File: src/rtl/tx_frame_arbiter.sv
// Arbitrates a register-read byte source and a two-byte ALU result source onto one TX FIFO
// write port. One-entry holding buffer per source, round-robin on ties, ALU frames unbroken.
module tx_frame_arbiter #(
  parameter int unsigned DATA_WIDTH = 8,
  parameter int unsigned ALU_WIDTH  = 2 * DATA_WIDTH
) (
  input  logic                  clk_i,
  input  logic                  rst_ni,
  input  logic [DATA_WIDTH-1:0] reg_data_i,
  input  logic                  reg_vld_i,
  output logic                  reg_ack_o,
  input  logic [ALU_WIDTH-1:0]  alu_data_i,
  input  logic                  alu_vld_i,
  output logic                  alu_ack_o,
  input  logic                  fifo_full_i,
  output logic [DATA_WIDTH-1:0] wr_data_o,
  output logic                  wr_inc_o,
  output logic                  busy_o
);

  typedef enum logic [1:0] {
    StIdle      = 2'd0,
    StSendReg   = 2'd1,
    StSendAluLo = 2'd2,
    StSendAluHi = 2'd3
  } state_e;

  state_e                state_q;
  logic [DATA_WIDTH-1:0] reg_buf_q;
  logic [ALU_WIDTH-1:0]  alu_buf_q;
  logic                  reg_pend_q;
  logic                  alu_pend_q;
  logic                  last_alu_q;  // 1: ALU was granted most recently

  // Acks are held low during reset so nothing is captured into a buffer being cleared.
  assign reg_ack_o = rst_ni & reg_vld_i & ~reg_pend_q;
  assign alu_ack_o = rst_ni & alu_vld_i & ~alu_pend_q;
  assign busy_o    = reg_pend_q | alu_pend_q | (state_q != StIdle);

  always_comb begin
    wr_inc_o  = 1'b0;
    wr_data_o = '0;
    unique case (state_q)
      StSendReg: begin
        if (!fifo_full_i) begin
          wr_inc_o  = 1'b1;
          wr_data_o = reg_buf_q;
        end
      end
      StSendAluLo: begin
        if (!fifo_full_i) begin
          wr_inc_o  = 1'b1;
          wr_data_o = alu_buf_q[DATA_WIDTH-1:0];
        end
      end
      StSendAluHi: begin
        if (!fifo_full_i) begin
          wr_inc_o  = 1'b1;
          wr_data_o = alu_buf_q[ALU_WIDTH-1:DATA_WIDTH];
        end
      end
      default: begin
        wr_inc_o  = 1'b0;
        wr_data_o = '0;
      end
    endcase
  end

  always_ff @(posedge clk_i or negedge rst_ni) begin
    if (!rst_ni) begin
      state_q    <= StIdle;
      reg_buf_q  <= '0;
      alu_buf_q  <= '0;
      reg_pend_q <= 1'b0;
      alu_pend_q <= 1'b0;
      last_alu_q <= 1'b1;
    end else begin
      if (reg_ack_o) begin
        reg_buf_q  <= reg_data_i;
        reg_pend_q <= 1'b1;
      end
      if (alu_ack_o) begin
        alu_buf_q  <= alu_data_i;
        alu_pend_q <= 1'b1;
      end
      unique case (state_q)
        StIdle: begin
          if (reg_pend_q && (!alu_pend_q || last_alu_q)) begin
            state_q    <= StSendReg;
            last_alu_q <= 1'b0;
          end else if (alu_pend_q) begin
            state_q    <= StSendAluLo;
            last_alu_q <= 1'b1;
          end
        end
        StSendReg: begin
          if (!fifo_full_i) begin
            reg_pend_q <= 1'b0;
            state_q    <= StIdle;
          end
        end
        StSendAluLo: begin
          if (!fifo_full_i) begin
            state_q <= StSendAluHi;
          end
        end
        StSendAluHi: begin
          if (!fifo_full_i) begin
            alu_pend_q <= 1'b0;
            state_q    <= StIdle;
          end
        end
        default: state_q <= StIdle;
      endcase
    end
  end

endmodule

File: config.mk
export PLATFORM = sky130hd
export DESIGN_NAME = tx_frame_arbiter
export DESIGN_NICKNAME = d
export VERILOG_FILES = /design/src/rtl/tx_frame_arbiter.sv
export SDC_FILE = /design/constraint.sdc
export NUM_CORES = 1
export LEC_CHECK = 0
export ABC_CLOCK_PERIOD_IN_PS = 2950
export CORE_UTILIZATION = 25
export DETAILED_ROUTE_END_ITERATION = 8
export PLACE_DENSITY_LB_ADDON = 0.1
export SYNTH_ARGS = -nofsm -noshare
export SYNTH_HDL_FRONTEND = slang
export SYNTH_SLANG_ARGS = --single-unit
File: constraint.sdc
create_clock -name clk_i -period 2.95 [get_ports clk_i]
set_clock_uncertainty 0.05 [all_clocks]
set_input_delay 0.7375 -clock clk_i [delete_from_list [all_inputs] [get_ports clk_i]]
set_output_delay 0.7375 -clock clk_i [all_outputs]
set_load 0.1 [all_outputs]
==> impl_metrics.env, run 1 <==
export IMPL_status="finished, final reports clean"
export IMPL_clk_pin_slew_worst_paths_ns=0.06
export IMPL_fin_cells=225
export IMPL_power_frac_clock_pct=12.8
export IMPL_cts_buffers=5
export IMPL_detail_route_wirelength_mm=3.32
export IMPL_hpwl_mm=2.43
export IMPL_power_switching_mw=1.11
export IMPL_clock_sinks=29
export IMPL_drc=0
export IMPL_tns_ns=0
export IMPL_hold_slack_ns=0.463
export IMPL_synth_top_cell_area_share_pct=50.5
export IMPL_wl_per_cell_um=14.8
export IMPL_area_delta_synth_final_pct=53.2
export IMPL_synthArstFlopShare_pct=100
export IMPL_cp_data_arrival_time_ns=1.93
export IMPL_ant_nets=0
export IMPL_grt_start_max_net_pins=22
export IMPL_synth_net_count=136
export IMPL_critPathLaunchType="register"
export IMPL_drt_first_iter_violations=24
export IMPL_post_place_cells=217
export IMPL_clockBufferDepth=2
export IMPL_cts_tree="done"
export IMPL_antenna_found_initial=0
export IMPL_fin_crit_sh_pct=92.2
export IMPL_syn_inst=107
export IMPL_nFillCells=487
export IMPL_dieArea_um2=5860
export IMPL_vias=1008
export IMPL_irDropWorstVdd_mv=0.431
export IMPL_grt_pass1_wl_mm=5.42
export IMPL_rsz0062_at_grt="false"
export IMPL_power_mw=2.48
export IMPL_slew_limit_headroom_pct=49.4
export IMPL_cts_resized_gates=0
export IMPL_r2r_worst_path_cells=3
export IMPL_period_needed_ns=2.72
export IMPL_setup_viol=0
export IMPL_antenna_cells=0
export IMPL_ios=41
export IMPL_combPwrFrac_pct=54.4
export IMPL_place_gp_congestion=0.769
export IMPL_max_cap_violations=0
export IMPL_rr_endpoint="alu_pend_q"
export IMPL_tightestPinTransition_ns=0.759
export IMPL_ys_seq_area_share_pct=52.3
export IMPL_p_leak_nw=0.936
export IMPL_row_count=26
export IMPL_synth_edf_count=0
export IMPL_dpl_cell_area_um2=2040
export IMPL_power_frac_seq_pct=32.8
export IMPL_ys_ff_latch=29
export IMPL_swShare_pct=44.7
export IMPL_syn_cell_area_um2=1390
export IMPL_vias_per_cell=4.48
export IMPL_grt_ovfl_total=0
export IMPL_final_hold_violation_count=0
export IMPL_pre_cts_ws_ns=0.354
export IMPL_slew_violations=0
export IMPL_drive_above_1_share_pct=40.0
export IMPL_path_class="register to primary output"
export IMPL_syn_area_per_cell_um2=13.0
export IMPL_num_nets_final=183
export IMPL_synth_top_area_cell="dfrtp_1"
export IMPL_start_util_pct=26.5
export IMPL_cts_setup_buffers=0
export IMPL_final_core_util_pct=40.6
export IMPL_timing_rr_start="state_q[0]"
export IMPL_cp_required_ns=2.16
export IMPL_synth_commonest_cells="dfrtp_1 (28), mux2_2 (15), a21oi_1 (14)"
export IMPL_portBuffers=40
export IMPL_h_tree_depth=2
export IMPL_hold_class="register to register"
export IMPL_endpoint="wr_data_o[2]"
export IMPL_die_w_um=76.5
export IMPL_fmax_mhz=368
export IMPL_grt_pass1_vias=1049
export IMPL_synth_ff_type="dfrtp_1"
export IMPL_ys_warn_count=0
export IMPL_synthMostInstantiatedCell="dfrtp_1"
export IMPL_coreArea_um2=5240
export IMPL_crit_path_start="state_q[0]"
export IMPL_cp_end_kind="primary output"
export IMPL_clkLatencyLatePin_ns=0.28
export IMPL_p_int_mw=1.37
export IMPL_cts_root_buf="clkbuf_8"
export IMPL_dr_pass1_iters=4
export IMPL_worst_r2r_setup_slack_ns=1.47
export IMPL_p_per_area_nw_per_um2=1170
export IMPL_worst_slack_ns=0.231
export IMPL_fin_area_um2=2130
export IMPL_critPathMaxFanout=13
export IMPL_fp_dieH_um=76.5
export IMPL_gr_usage_all_layers_pct=12.3
export IMPL_synthDistinctLibCells=19
export IMPL_holdBufCountCts=0
export IMPL_synth_area_leaders="dfrtp_1 (50%), mux2_2 (12%), mux2_4 (9.7%)"
## critical path, cell delays in order (launching register included)
cell	delay [ns]
dfrtp_1	0.75
buf_4	0.26
mux2i_1	0.11
a211oi_2	0.32
buf_12	0.21
## layout by cell type (no fill, tap or decap), drive strengths merged
cell           instances
dfrtp                 28
clkbuf                 5
clkinvlp               1
clkinv                 2
nand2b                 1
mux2                  24
nor2                   5
a21oi                 14
dfstp                  1
clkdlybuf4s50         28
a211oi                 8
nand3b                 2
mux2i                  8
nor2b                  1
buf                   18
inv                    4
a31oi                  3
nand2                  2
## layer usage
layer | vias to the layer above | global-route usage [%] | part of all wire (%)
met5 | - | 0 | 0
met4 | 0 | 5.77 | 1.4
met3 | 5 | 3.11 | 5.0
met2 | 33 | 18.4 | 46
met1 | 489 | 16.5 | 48
li1 | 481 | - | -
## logic make-up (layout without fill, tap and decap cells)
family | count (synthesis) | count (layout) | synth area share (%)
compound gates | 25 | 25 | 10.7
buf+inv | 10 | 58 | 4.23
flops | 29 | 29 | 52.3
mux | 32 | 32 | 27.7
simple gates | 11 | 11 | 5.05
## cell type report
type / count / area (µm²) / share of cell area [%]
Sequential cell: 29 / 727 / 34.2
Clock buffer: 5 / 68.8 / 3.24
Tap cell: 70 / 87.6 / 4.12
Clock inverter: 3 / 17.5 / 0.824
Timing Repair Buffer: 46 / 566 / 26.6
Multi-Input combinational cell: 68 / 646 / 30.4
Inverter: 4 / 15.0 / 0.706
## registers in the layout (all words and copies together), names as in the netlist
| register | count |
|---|---|
| reg_buf_q | 8 |
| alu_buf_q | 16 |
| state_q | 2 |
| last_alu_q | 1 |
| alu_pend_q | 1 |
| reg_pend_q | 1 |
## how the worst min path moves through the flow
| stage | startpoint | end | slack [ns] | cells after the start |
|---|---|---|---|---|
| 2_1_floorplan | rst_ni | alu_buf_q[0] | 0.39 | 0 |
| 3_3_place_gp | alu_buf_q[14] | alu_buf_q[14] | 0.44 | 1 |
| 3_5_place_dp | alu_buf_q[3] | alu_buf_q[3] | 0.44 | 1 |
| 4_1_cts | alu_buf_q[7] | alu_buf_q[7] | 0.47 | 1 |
| 5_1_grt | reg_buf_q[1] | reg_buf_q[1] | 0.47 | 1 |
| 6_report | reg_buf_q[4] | reg_buf_q[4] | 0.46 | 1 |
## power by group through the flow
stage	Clock (mW)	Sequential (mW)	Combinational [mW]
after floorplan	0	0.694	1.03
after global placement	0	0.802	1.34
after detailed placement	0	0.819	1.36
after CTS	0.330	0.816	1.36
after global routing	0.349	0.845	1.42
final	0.316	0.813	1.35
Note: power is estimated with default switching activity, not from simulation.
==> run 2: changes to the inputs <==
--- a/config.mk
+++ b/config.mk
@@ -8,7 +8,8 @@
 export ABC_CLOCK_PERIOD_IN_PS = 2950
 export CORE_UTILIZATION = 25
 export DETAILED_ROUTE_END_ITERATION = 8
-export PLACE_DENSITY_LB_ADDON = 0.1
+export PLACE_DENSITY = 0.46
+export SLEW_MARGIN = 20
 export SYNTH_ARGS = -nofsm -noshare
 export SYNTH_HDL_FRONTEND = slang
 export SYNTH_SLANG_ARGS = --single-unit
==> run 2 against run 1 <==
Fmax up 4.6%; non-clock buffer count did not move; power up 1.6%; global-route usage decreased by 0.18 points; sequential power fell by 3.7%; first-iteration DRC count down 8.3%; sequential cell count stayed put; combinational power about the same; sequential share of layout area decreased by 0.24 points; clock power is 15% higher; core utilization grew 0.29 points; critical endpoint is now wr_data_o[6]; largest power group unchanged.
==> impl_metrics.env, run 2 (same netlist as run 1, synthesis figures left out) <==
export IMPL_status="finished, final reports clean"
export IMPL_worstHoldPathCells=1
export IMPL_reg_top3="alu_buf_q: 16 flops, reg_buf_q: 8 flops, state_q: 2 flops"
export IMPL_largest_reg_flops=16
export IMPL_holdBufCountCts=0
export IMPL_fin_crit_sh_pct=88.1
export IMPL_portBuffers=40
export IMPL_whs_endpoint="alu_buf_q[1]"
export IMPL_antenna_found_initial=0
export IMPL_p_leak_nw=0.947
export IMPL_ios=41
export IMPL_detail_route_wirelength_mm=3.39
export IMPL_slowest_stage="clkdlybuf4s50_1"
export IMPL_tightestPinTransition_ns=0.799
export IMPL_hold_slack_ns=0.455
export IMPL_path_class="input port to primary output"
export IMPL_final_hold_violation_count=0
export IMPL_drive_above_1_share_pct=40.0
export IMPL_fp_dieH_um=76.5
export IMPL_cts_tree="done"
export IMPL_fin_area_um2=2140
export IMPL_layout_common_cells="dfrtp_1 (28), clkdlybuf4s50_1 (28), mux2_2 (15)"
export IMPL_dr_pass1_iters=4
export IMPL_regMostFlops="alu_buf_q"
export IMPL_critPathMaxFanout=11
export IMPL_grt_pass1_vias=1062
export IMPL_crit_family="buffers and inverters"
export IMPL_clock_sinks=29
export IMPL_crit_cells=4
export IMPL_rsz0062_at_grt="false"
export IMPL_combPwrFrac_pct=54.5
export IMPL_dpl_cell_area_um2=2040
export IMPL_rr_endpoint="last_alu_q"
export IMPL_hold_class="register to register"
export IMPL_drc=0
export IMPL_worst_r2r_setup_slack_ns=1.46
export IMPL_post_place_cells=217
export IMPL_cp_end_kind="primary output"
export IMPL_vias=1031
export IMPL_grt_start_max_net_pins=22
export IMPL_die_w_um=76.5
export IMPL_clk_pin_slew_worst_paths_ns=0.06
export IMPL_vias_per_cell=4.58
export IMPL_grt_ovfl_total=0
export IMPL_path_cells="clkdlybuf4s50_1 -> buf_4 -> a211oi_2 -> buf_12"
export IMPL_cp_data_arrival_time_ns=1.81
export IMPL_p_per_area_nw_per_um2=1180
export IMPL_clkLatencyLatePin_ns=0.28
export IMPL_place_gp_congestion=0.737
export IMPL_grt_pass1_wl_mm=5.40
export IMPL_power_frac_seq_pct=31.1
export IMPL_coreArea_um2=5240
export IMPL_cp_required_ns=2.16
export IMPL_slew_violations=0
export IMPL_irDropWorstVdd_mv=0.816
export IMPL_row_count=26
export IMPL_start_util_pct=26.5
export IMPL_clockBufferDepth=2
export IMPL_timing_rr_start="state_q[1]"
export IMPL_hpwl_mm=2.48
export IMPL_power_frac_clock_pct=14.4
export IMPL_ant_nets=0
export IMPL_nFillCells=489
export IMPL_critPathLaunchType="input port"
export IMPL_drt_first_iter_violations=22
export IMPL_wl_per_cell_um=15.1
export IMPL_slew_limit_headroom_pct=46.8
export IMPL_power_switching_mw=1.10
export IMPL_p_int_mw=1.42
export IMPL_max_cap_violations=0
export IMPL_cts_setup_buffers=0
export IMPL_cts_buffers=5
export IMPL_gr_usage_all_layers_pct=12.1
export IMPL_setup_viol=0
export IMPL_r2r_worst_path_cells=3
export IMPL_num_nets_final=183
export IMPL_h_tree_depth=2
export IMPL_cts_resized_gates=0
export IMPL_dieArea_um2=5860
export IMPL_hp_start="alu_buf_q[1]"
export IMPL_fmax_mhz=385
export IMPL_cp_num_buf_inv=3
export IMPL_slowest_delay_ns=0.40
export IMPL_swShare_pct=43.7
export IMPL_cts_root_buf="clkbuf_8"
export IMPL_area_delta_synth_final_pct=54.2
export IMPL_period_needed_ns=2.60
export IMPL_final_core_util_pct=40.9
export IMPL_antenna_cells=0
export IMPL_fin_cells=225
[run 2: worst max-delay path by stage]
stage / startpoint / to / slack, ns
after detailed placement: fifo_full_i / wr_data_o[6] / 0.36
after global routing: state_q[1] / wr_data_o[4] / 0.24
after CTS: fifo_full_i / wr_data_o[6] / 0.34
after floorplan: fifo_full_i / wr_data_o[0] / -0.11
after global placement: rst_ni / reg_ack_o / 0.33
final: fifo_full_i / wr_data_o[6] / 0.35
[run 2: layout make-up]
class,instances,area [µm²],share of cell area (%)
sequential,29,727,33.9
multi-input combinational,68,646,30.1
timing repair buffer,46,566,26.4
clock buffer,7,96.3,4.50
tap,70,87.6,4.09
inverter,4,15.0,0.701
clock inverter,1,5.00,0.234
[run 2: power groups by stage]
stage,combinational (mW),clock (mW),sequential [mW]
2_1_floorplan,1.03,0,0.694
3_3_place_gp,1.38,0,0.781
3_5_place_dp,1.39,0,0.782
4_1_cts,1.39,0.373,0.780
5_1_grt,1.44,0.395,0.815
6_report,1.37,0.363,0.783
[run 2: through the flow]
step	setup slack [ns]	total power, mW	setup TNS (ns)
3_5_place_dp	0.357	2.17	0
4_1_cts	0.342	2.54	0
6_report	0.351	2.52	0
5_1_grt	0.238	2.65	0
2_1_floorplan	-0.108	1.73	-0.861
3_3_place_gp	0.325	2.16	0
[run 2: layer usage]
layer,GRT usage (%),routed length [µm]
met5,0,0
met4,5.00,74
met3,4.55,197
met2,17.2,1520
met1,16.4,1600
==> run 3: changes to the inputs <==
--- a/config.mk
+++ b/config.mk
@@ -5,7 +5,6 @@
 export SDC_FILE = /design/constraint.sdc
 export NUM_CORES = 1
 export LEC_CHECK = 0
-export ABC_CLOCK_PERIOD_IN_PS = 2950
 export CORE_UTILIZATION = 25
 export DETAILED_ROUTE_END_ITERATION = 8
 export PLACE_DENSITY = 0.46
==> results of run 3 <==
Final layout, timing and power as in run 2 (identical DEF).
==> patch: new RTL, settings of run 3 <==
Set the parameter `DATA_WIDTH` to 10 (it was 8).
--- a/src/rtl/tx_frame_arbiter.sv
+++ b/src/rtl/tx_frame_arbiter.sv
@@ -1,7 +1,7 @@
 // Arbitrates a register-read byte source and a two-byte ALU result source onto one TX FIFO
 // write port. One-entry holding buffer per source, round-robin on ties, ALU frames unbroken.
 module tx_frame_arbiter #(
-  parameter int unsigned DATA_WIDTH = 8,
+  parameter int unsigned DATA_WIDTH = 10,
   parameter int unsigned ALU_WIDTH  = 2 * DATA_WIDTH
 ) (
   input  logic                  clk_i,
Interface: changed (resized alu_data_i, reg_data_i and wr_data_o); port bits go from 41 to 49. No check against the original RTL was run, so the function may have changed too.
==> patch against run 3 <==
  * Total power increased by 21%
  * Register-to-register slack better by 40 ps
  * Setup slack worse by 6.9 ps
  * Sequential cell count is 6 higher
  * Design area is 19% higher
  * Area after synthesis rose by 20%
  * Routed wire length rose by 16%
  * Worst hold slack lost 200 ps
  * Critical path type unchanged
  * Largest cell class unchanged
==> patch: results (changes against run 3) <==
- First-pass GRT wire length: 6690 um (+24%)
- DR iter-0 viols: 20 (-9.1%)
- Status: completed
- Maximum vdd drop: 509 uV (-38%)
- Flops & latches, synth: 35 (+21%)
- Comb_multi_in: 80 (+18%)
- Hold Slack: 252 ps (-203 ps)
- GPL Wtd Cong: 0.758 (+2.8%)
- Clock buf/inv share: 4.62% (-0.11 points)
- Largest net degree at the start of global routing: 21 (-4.5%)
- Cell Area, Placed: 0.00243 mm^2 (+19%)
- WL met3: 152 um (-23%)
- Non-clock buffer share: 26.5% (+0.13 points)
- Wirelength, routed: 3930 um (+16%)
- Worst hold path type: in -> async
- Worst R2R Setup Slack: 1500 ps (+40 ps)
- Fraction of area in multi-input gates: 30.0% (-0.12 points)
- Via count: 1186 (+15%)
- Fraction of layout cells with a size suffix above 1: 39.9% (-0.11 points)
- Critical Path End: wr_data_o[4]
- Total length of routed met2 wires: 1880 um (+24%)
- Dpl cells: 252 (+16%)
- DPL Wire Length: 2960 um (+19%)
- Wl on met1: 1860 um (+16%)
- Most instantiated cells after synthesis: dfrtp_1 (34), mux2_2 (20), a21oi_1 (16)
-- patch: worst reg2reg max path: stages (launching register included) --
cell and delay [ps]:
dfrtp_1 480, buf_4 330, inv_1 110, nor2_1 230
a21oi_1 100
-- patch: per-stage QoR --
step,util (%),TNS [ps],setup WS [ps]
2_1_floorplan,-,-1070,-119
3_3_place_gp,38.0,0,337
3_5_place_dp,38.0,0,325
4_1_cts,39.9,0,308
5_1_grt,39.9,0,242
6_report,39.9,0,344
-- patch: cells by family (layout without fill, tap and decap cells) --
logic type	after synthesis	count (layout)	synth area share, %
buffers and inverters	13	68	4.73
DFF	35	35	52.6
and+or+nand+nor	11	11	3.98
AOI/OAI and AO/OA	29	29	10.4
muxes	40	40	28.3
-- patch: layer usage --
metal,vias up,global-route usage [%]
li1,567,-
met1,584,17.3
met2,31,18.6
met3,4,3.17
met4,0,5.08
met5,-,0
